===== src/rtl/rv_wb_arb_pkg.sv =====
// -----------------------------------------------------------------------------
// rv_wb_arb_pkg
// Shared types and constants for the rv_wb_arbiter Wishbone master:
//   - arb_state_e : grant FSM states (IDLE, INSTR, DATA)
//   - grant_e     : result of one arbitration decision
//   - WB_SEL_ALL  : byte-select used for instruction fetches
//   - TIMEOUT_CNT_BITS : width of the optional ack-timeout counter
//   - arbitrate() : data-first priority with a fetch anti-starvation override
// -----------------------------------------------------------------------------
package rv_wb_arb_pkg;

    typedef enum logic [1:0] {
        IDLE  = 2'd0,
        INSTR = 2'd1,
        DATA  = 2'd2
    } arb_state_e;

    typedef enum logic [1:0] {
        GRANT_NONE  = 2'd0,
        GRANT_INSTR = 2'd1,
        GRANT_DATA  = 2'd2
    } grant_e;

    localparam logic [3:0] WB_SEL_ALL       = 4'hF;
    localparam int         TIMEOUT_CNT_BITS = 16;

    // Data wins a collision unless it has already won streak_full times in a
    // row while a fetch was waiting; then the fetch is let through once.
    function automatic grant_e arbitrate(input logic instr_req,
                                         input logic data_req,
                                         input logic streak_full);
        grant_e grant;
        if (data_req && !(instr_req && streak_full)) begin
            grant = GRANT_DATA;
        end else if (instr_req) begin
            grant = GRANT_INSTR;
        end else begin
            grant = GRANT_NONE;
        end
        return grant;
    endfunction

endpackage


===== src/rtl/rv_wb_timeout.sv =====
// -----------------------------------------------------------------------------
// rv_wb_timeout
// Cycle counter used to abort a Wishbone transfer whose slave never acks.
// Only instantiated when RV_WB_ARBITER_TIMEOUT_EN is defined.
// Ports:
//   clk, rst_n : clock, asynchronous active-low reset
//   clear      : restart the count from zero (asserted on every grant)
//   enable     : count this cycle (transfer in flight)
//   expire     : count has reached LIMIT while enabled
// -----------------------------------------------------------------------------
module rv_wb_timeout
    import rv_wb_arb_pkg::*;
#(
    parameter int                  CNT_BITS = TIMEOUT_CNT_BITS,
    parameter logic [CNT_BITS-1:0] LIMIT    = '1
) (
    input  logic clk,
    input  logic rst_n,
    input  logic clear,
    input  logic enable,
    output logic expire
);

    logic [CNT_BITS-1:0] count;

    // Clear has priority so a new grant always starts from zero, even if the
    // previous transfer left the counter mid-way.
    always_ff @(posedge clk or negedge rst_n) begin
        if (!rst_n) begin
            count <= '0;
        end else if (clear) begin
            count <= '0;
        end else if (enable) begin
            count <= count + CNT_BITS'(1);
        end
    end

    assign expire = enable && (count == LIMIT);

endmodule


===== src/rtl/rv_wb_arbiter.sv =====
// -----------------------------------------------------------------------------
// rv_wb_arbiter
// Registered Wishbone-classic master sharing one bus between the core's
// instruction-fetch port and data port. A three-state grant FSM drives
// cyc/stb only while a transfer is in flight; data has priority, but after
// DATA_STREAK_MAX consecutive data grants with a fetch waiting, the fetch wins.
//
// Optional build macro: RV_WB_ARBITER_TIMEOUT_EN
//   Defined   : a transfer not acked within TIMEOUT_CYCLES cycles is aborted;
//               the granted requester's ack and o_bus_err pulse together and
//               read data is forced to zero for that cycle.
//   Undefined : no counter, o_bus_err tied low, the arbiter waits forever.
//
// Ports:
//   i_clk, i_reset_n            clock, asynchronous active-low reset
//   i_instr_req/addr            fetch request (halfword address)
//   o_instr_ack/data            fetch completion and read data
//   i_data_req/write/addr/wdata/sel   load/store request
//   o_data_ack/rdata            load/store completion and load data
//   o_bus_err                   timeout abort pulse
//   o_wb_* / i_wb_*             Wishbone-classic master interface
// -----------------------------------------------------------------------------
module rv_wb_arbiter
    import rv_wb_arb_pkg::*;
#(
    parameter logic [31:0] RESET_ADDR       = 32'h0000_0000,
    parameter int          IADDR_SPACE_BITS = 16,
    parameter int          DATA_STREAK_MAX  = 4,
    parameter int          TIMEOUT_CYCLES   = 255
) (
    input  logic                          i_clk,
    input  logic                          i_reset_n,
    input  logic                          i_instr_req,
    input  logic [IADDR_SPACE_BITS-1:1]   i_instr_addr,
    output logic                          o_instr_ack,
    output logic [31:0]                   o_instr_data,
    input  logic                          i_data_req,
    input  logic                          i_data_write,
    input  logic [31:0]                   i_data_addr,
    input  logic [31:0]                   i_data_wdata,
    input  logic [3:0]                    i_data_sel,
    output logic                          o_data_ack,
    output logic [31:0]                   o_data_rdata,
    output logic                          o_bus_err,
    output logic [31:0]                   o_wb_adr,
    output logic [31:0]                   o_wb_dat,
    input  logic [31:0]                   i_wb_dat,
    output logic                          o_wb_we,
    output logic [3:0]                    o_wb_sel,
    output logic                          o_wb_stb,
    output logic                          o_wb_cyc,
    input  logic                          i_wb_ack
);

    localparam logic [3:0] STREAK_MAX = 4'(DATA_STREAK_MAX);
    localparam logic [31-IADDR_SPACE_BITS:0] FETCH_BASE = RESET_ADDR[31:IADDR_SPACE_BITS];

    arb_state_e  state_q, state_d;
    grant_e      grant;
    logic [31:0] adr_q, adr_d;
    logic [31:0] dat_q, dat_d;
    logic [3:0]  sel_q, sel_d;
    logic        we_q, we_d;
    logic        cyc_q, cyc_d;
    logic [3:0]  streak_q, streak_d;
    logic        instr_ack;
    logic        data_ack;

`ifdef RV_WB_ARBITER_TIMEOUT_EN
    localparam logic [TIMEOUT_CNT_BITS-1:0] TIMEOUT_LIMIT = TIMEOUT_CNT_BITS'(TIMEOUT_CYCLES - 1);

    logic timeout_hit;
    logic bus_err;
    logic zero_rdata;

    rv_wb_timeout #(
        .CNT_BITS (TIMEOUT_CNT_BITS),
        .LIMIT    (TIMEOUT_LIMIT)
    ) u_timeout (
        .clk    (i_clk),
        .rst_n  (i_reset_n),
        .clear  (grant != GRANT_NONE),
        .enable (state_q != IDLE),
        .expire (timeout_hit)
    );
`endif

    // State, streak and every bus output are registered so the Wishbone side
    // never sees combinational paths from the requesters.
    always_ff @(posedge i_clk or negedge i_reset_n) begin
        if (!i_reset_n) begin
            state_q  <= IDLE;
            adr_q    <= '0;
            dat_q    <= '0;
            sel_q    <= '0;
            we_q     <= 1'b0;
            cyc_q    <= 1'b0;
            streak_q <= '0;
        end else begin
            state_q  <= state_d;
            adr_q    <= adr_d;
            dat_q    <= dat_d;
            sel_q    <= sel_d;
            we_q     <= we_d;
            cyc_q    <= cyc_d;
            streak_q <= streak_d;
        end
    end

    // Arbitration happens only in IDLE, so every completion is followed by one
    // idle cycle and a request arriving together with an ack waits for it.
    // Bus fields are held untouched during a transfer; an ack seen in IDLE is
    // not addressed to us and is ignored.
    always_comb begin
        state_d   = state_q;
        adr_d     = adr_q;
        dat_d     = dat_q;
        sel_d     = sel_q;
        we_d      = we_q;
        cyc_d     = cyc_q;
        streak_d  = streak_q;
        grant     = GRANT_NONE;
        instr_ack = 1'b0;
        data_ack  = 1'b0;
`ifdef RV_WB_ARBITER_TIMEOUT_EN
        bus_err    = 1'b0;
        zero_rdata = 1'b0;
`endif
        case (state_q)
            IDLE: begin
                grant = arbitrate(i_instr_req, i_data_req, streak_q == STREAK_MAX);
                if (grant == GRANT_DATA) begin
                    state_d = DATA;
                    adr_d   = i_data_addr;
                    dat_d   = i_data_wdata;
                    sel_d   = i_data_sel;
                    we_d    = i_data_write;
                    cyc_d   = 1'b1;
                    // The streak only grows while a fetch is actually waiting.
                    if (!i_instr_req) begin
                        streak_d = '0;
                    end else if (streak_q != STREAK_MAX) begin
                        streak_d = streak_q + 4'd1;
                    end
                end else if (grant == GRANT_INSTR) begin
                    state_d  = INSTR;
                    adr_d    = {FETCH_BASE, i_instr_addr, 1'b0};
                    sel_d    = WB_SEL_ALL;
                    we_d     = 1'b0;
                    cyc_d    = 1'b1;
                    streak_d = '0;
                end
            end
            INSTR, DATA: begin
                if (i_wb_ack) begin
                    instr_ack = (state_q == INSTR);
                    data_ack  = (state_q == DATA);
                    state_d   = IDLE;
                    cyc_d     = 1'b0;
                end
`ifdef RV_WB_ARBITER_TIMEOUT_EN
                // A real ack in the expiry cycle takes the branch above.
                else if (timeout_hit) begin
                    instr_ack  = (state_q == INSTR);
                    data_ack   = (state_q == DATA);
                    bus_err    = 1'b1;
                    zero_rdata = 1'b1;
                    state_d    = IDLE;
                    cyc_d      = 1'b0;
                end
`endif
            end
            default: begin
                state_d = IDLE;
                cyc_d   = 1'b0;
            end
        endcase
    end

    assign o_wb_adr    = adr_q;
    assign o_wb_dat    = dat_q;
    assign o_wb_sel    = sel_q;
    assign o_wb_we     = we_q;
    assign o_wb_cyc    = cyc_q;
    assign o_wb_stb    = cyc_q;
    assign o_instr_ack = instr_ack;
    assign o_data_ack  = data_ack;

    // Read data follows the bus at all times; consumers qualify it with ack.
`ifdef RV_WB_ARBITER_TIMEOUT_EN
    assign o_instr_data = zero_rdata ? 32'h0 : i_wb_dat;
    assign o_data_rdata = zero_rdata ? 32'h0 : i_wb_dat;
    assign o_bus_err    = bus_err;
`else
    assign o_instr_data = i_wb_dat;
    assign o_data_rdata = i_wb_dat;
    assign o_bus_err    = 1'b0;
`endif

endmodule


===== config.mk =====
export PLATFORM = sky130hd
export DESIGN_NAME = rv_wb_arbiter
export DESIGN_NICKNAME = d
export VERILOG_FILES = /design/src/rtl/rv_wb_arb_pkg.sv /design/src/rtl/rv_wb_timeout.sv /design/src/rtl/rv_wb_arbiter.sv
export SDC_FILE = /design/constraint.sdc
export NUM_CORES = 1
export LEC_CHECK = 0
export CORE_MARGIN = 2
export CORE_UTILIZATION = 36
export CTS_BUF_LIST = sky130_fd_sc_hd__clkbuf_4 sky130_fd_sc_hd__clkbuf_8 sky130_fd_sc_hd__clkbuf_16
export CTS_CLUSTER_SIZE = 40
export DETAILED_ROUTE_END_ITERATION = 8
export GPL_ROUTABILITY_DRIVEN = 0
export PLACE_DENSITY = 0.8
export SYNTH_ARGS = -nofsm -noshare
export SYNTH_HDL_FRONTEND = slang
export SYNTH_SLANG_ARGS = --single-unit

===== constraint.sdc =====
create_clock -name i_clk -period 1.85 [get_ports i_clk]
set_input_delay 0.37 -clock i_clk [delete_from_list [all_inputs] [get_ports i_clk]]
set_output_delay 0.37 -clock i_clk [all_outputs]
set_load 0.01 [all_outputs]

Yosys cells after proc, flatten, opt, wreduce, memory -nomap -nowiden:

Index checks and enable logic that the tools add are counted.

* bits in registers: 76
* input bits: 121
* word-level logic and storage cells: 52
* output and inout port bits: 138

* reductions and logical operators: 10
* $add $sub $neg: 1
* multiplexer cells: 25
* equal/unequal tests: 9

Operators with widths (count)
* two-way mux 32 bit: 2
* two-way mux 4 bit: 6
* two-way mux 1 bit: 10
* two-way mux 2 bit: 5
* AND reduction 2 bit: 3
* adder 4 x 1 -> 4 bit, second input constant: 1
* equality test 2 x 1 -> 1 bit, second input constant: 2
* equality test 2 bit, second input constant: 2
* equality test 4 x 3 -> 1 bit, second input constant: 1
* != test 4 x 3 -> 1 bit, second input constant: 1
* one-hot mux 2 bit (2 select lines): 1
* != test 3 x 2 -> 1 bit, second input constant: 1
* != test 3 bit, second input constant: 1
* AND reduction 3 bit: 1
* logical AND 1 bit: 2
* logical NOT 2 bit: 1
* != test 2 bit, second input constant: 1
* one-hot mux 1 bit (2 select lines): 1
* nonzero test 2 bit: 1
* OR reduction 2 bit: 1
* logical NOT 1 bit: 1

Longest topological paths before layout:

* word-level depth: 10
* gate-level depth with buffers: 7
* gate-level depth less buffers: 5

Worst setup path before layout:

No wires, ideal clock.

* kind: flip-flop to flip-flop
* from: register streak_q[0]
* to: register dat_q[0] (netlist: o_wb_dat[0])
* arrival time: 1.566 ns
* setup slack: 0.159 ns
* stages on the path, launching flop included: 8
* buffers on the path: 2
* data required time: 1.725 ns
* library setup time: 0.125 ns
* clock period less this slack: 1.691 ns
* cell sequence: dfrtp_1 inv_1 ha_1 nand4b_4 and3_4 buf_6 buf_6 mux2_4

* word-level cells in the longest chain between the ends: 8

RTL lines
* from (decl): RTL line rv_wb_arbiter.sv:65 `logic [3:0] streak_q, streak_d;`
* from (signal assigned): RTL line rv_wb_arbiter.sv:106 `streak_q <= streak_d;`
* equality test 4 x 3 -> 1 bit: RTL line rv_wb_arbiter.sv:131 `grant = arbitrate(i_instr_req, i_data_req, streak_q == STREAK_MAX);`
* logical AND 1 bit: RTL line rv_wb_arb_pkg.sv:33 `if (data_req && !(instr_req && streak_full)) begin`
* logical NOT 1 bit: RTL line rv_wb_arb_pkg.sv:33
* logical AND 1 bit: RTL line rv_wb_arb_pkg.sv:33
* two-way mux 2 bit: RTL line rv_wb_arb_pkg.sv:33
* two-way mux 2 bit: RTL line rv_wb_arbiter.sv:129 `case (state_q)`
* equality test 2 bit: RTL line rv_wb_arbiter.sv:132 `if (grant == GRANT_DATA) begin`
* AND reduction 2 bit (no line)
* to (signal assigned): RTL line rv_wb_arbiter.sv:102 `dat_q <= dat_d;`
* to (decl): RTL line rv_wb_arbiter.sv:61 `logic [31:0] dat_q, dat_d;`

No other way between the ends. The select of a mux whose other input is x is not followed.
A chain may end at the register's enable or synchronous reset.

Worst setup path in the final report:

* from: register streak_q[0]
* to: register dat_q[20] (netlist: o_wb_dat[20])

Same word-level chain as after synthesis.

==> flow_metrics.tcl <==
set metrics [dict create \
    min_period_over_period_pct 95.5 \
    fmax_mhz 566 \
    grt_use_total_pct 17.0 \
    max_cap_viol_count 0 \
    status "finished, final reports clean" \
    die_w_um 107 \
    remaining_drc_errors 0 \
    crit_path_end_kind "register" \
    peakVddDrop_v 0.000659 \
    synthMuxAreaShare_pct 13.1 \
    yosysSeqAreaShare_pct 50.2 \
    clk_path_buf_depth 2 \
    synth_compound_gate_area_share_pct 10.3 \
    grt_overflow 0 \
    synth_top_area_share_pct 50.2 \
    synthAdderAreaFrac_pct 1.65 \
    setup_ws_ps 83.4 \
    hpwl_um 7220 \
    total_power_mw 9.10 \
    drtIter0Drc 123 \
    hp-class "input pin to asynchronous set/reset pin" \
    clock_sink_count 76 \
    synth_top_family_by_area "buffers and inverters" \
    dieArea_mm2 0.0114 \
    rsz0062_at_grt "false" \
    ant_nets 0 \
    fin_skew_ps 15.2 \
    antenna_found_initial 0 \
    start_kind "register" \
    port-buffer-count 161 \
    path_max_fanout 31 \
    mostFrequentLayoutCells "clkdlybuf4s50_1, dfrtp_1, nand2_1, mux2_4, a22o_1" \
    design.core.area_mm2 0.0103 \
    htree_levels 3 \
    drive_gt1_share_pct 17.5 \
    hold_violations 0 \
    clk_latency_ps 340 \
    fin_crit_ps 1770 \
    post-place-cells 539 \
    cts_tree "yes" \
    post_synth.cell_area_avg_um2 12.1 \
    boundaryPins 259 \
    area_growth_pct 42.5 \
    synth_cell_types 30 \
    initial_core_util_pct 36.9 \
    drt_pre_antenna_iters 4 \
    syn_nets 438 \
    post_drt_wl_per_cell_um 17.3 \
    cts_buffers 9 \
    max_stage_delay_ps 400 \
    finalNetCount 543 \
    netlist_area_mm2 0.00379 \
    wl_um 9670 \
    slew_violations 0 \
    grt_max_degree 35 \
    layout_commonest_cell "clkdlybuf4s50_1" \
    die_y_um 107 \
    vias 2786 \
    synth_warnings 0 \
    yosys-top-cells-area "dfrtp_1, buf_4, mux2_4, a22o_1, nand2_1" \
    synth-simple-area-share_pct 8.06 \
    required_ps 2060 \
    cp.arrival_ps 1980 \
    cellPowerDensity_mw_per_mm2 1690 \
    syn_inst 312 \
    synth-xor-area-share_pct 0 \
    stdcell_count 558 \
    diodes 0 \
    grt_pass1_vias 2944 \
    utilization_pct 52.5 \
    rows 37 \
    path_class "register to register" \
    crit_family "flip-flops" \
    crit_chain "inv_1 > ha_1 > nand4b_4 > and3_4 > buf_12 > mux2_2" \
    yosys.area.top_type "dfrtp_1" \
    place_ws_ps -98.8 \
    yosys_register_bits 76 \
    p_leak_nw 2.32 \
    setup_viol 0 \
    cts_root_buffer "clkbuf_8" \
    regToRegSetupSlack_ps 80 \
    clkTransAtPathRegs_ps 90 \
    grt_pass1_wl_um 15000 \
    path_buf_inv 2 \
    fin_setup_tns_ps 0 \
    crit_slowest_cell "dfrtp_1" \
    via_per_inst 4.99 \
]
-- final timing paths --
kind	cells after the start	endpoint	startpoint
max in group asynchronous	3	o_wb_adr[22]	i_reset_n
max	6	o_wb_dat[20]	streak_q[0]
min	2	o_wb_dat[3]	i_reset_n
max reg2reg	6	o_wb_dat[20]	streak_q[0]
min reg2reg	1	o_wb_sel[2]	o_wb_sel[2]
min in group i_clk	1	o_wb_sel[2]	o_wb_sel[2]
-- registers in the layout, summed over array words and instances (netlist names) --
signal / count
o_wb_sel: 4
o_wb_dat: 32
state_q: 2
o_wb_cyc: 1
o_wb_we: 1
o_wb_adr: 32
streak_q: 4
-- timing repair --
item | CTS | global route
pin swaps | 0 | 0
endpoints found under the hold margin | 22 | 0
gates resized for setup | 4 | 3
hold buffers | 1 | 0
endpoints found under the setup margin | 2 | 3
buffers inserted | 2 | 0
-- worst reg2reg max path, cell delays in order (launching register included) --
cell and delay [ps]:
dfrtp_1 400, inv_1 90, ha_1 230, nand4b_4 100
and3_4 220, buf_12 220, mux2_2 380
-- where the power goes --
| group | internal (mW) | switching (mW) |
|---|---|---|
| clock | 0.817 | 0.610 |
| sequential | 2.47 | 0.489 |
| combinational | 2.81 | 1.90 |
| total | 6.10 | 2.99 |
-- cell usage after synthesis, drive strengths merged --
master,n
buf,77
dfrtp,76
mux2,33
nand2,33
a22o,20
nand4,15
o211ai,15
clkbuf,8
ha,5
inv,4
o22a,4
nor2,3
a21o,2
a32o,2
and2,2
and3,2
nand3,2
nor2b,2
a31o,1
conb,1
mux2i,1
nand4b,1
o21a,1
o21ai,1
o22ai,1
-- layout make-up --
class | instances | area [um2]
Clock inverter | 5 | 83.8
Fill cell | 910 | 4880
Inverter | 4 | 15.0
Tap cell | 136 | 170
Clock buffer | 11 | 145
Timing Repair Buffer | 179 | 1810
Multi-Input combinational cell | 147 | 1270
Sequential cell | 76 | 1900
-- per-layer routing --
layer | up-vias | part of all wire, % | global-route usage [%] | routed length [um]
li1 | 1233 | - | - | -
met4 | 0 | 1.9 | 5.66 | 186
met1 | 1357 | 40 | 19.4 | 3830
met3 | 24 | 7.9 | 5.90 | 761
met5 | - | 0 | 0 | 0
met2 | 172 | 51 | 29.5 | 4890
-- logic make-up after synthesis --
family,after synthesis
compound gates,47
fa+ha+maj,5
buf+inv,89
flops,76
mux,34
other cells,1
simple gates,60
-- stage by stage --
step           hold WS, ps  cell area, um2
3_5_place_dp           281            5150
6_report               447            5400
5_1_grt                447            5400
3_3_place_gp           278            5150
2_1_floorplan         74.4            3790
4_1_cts                442            5400
(Power assumes the default switching activity.)
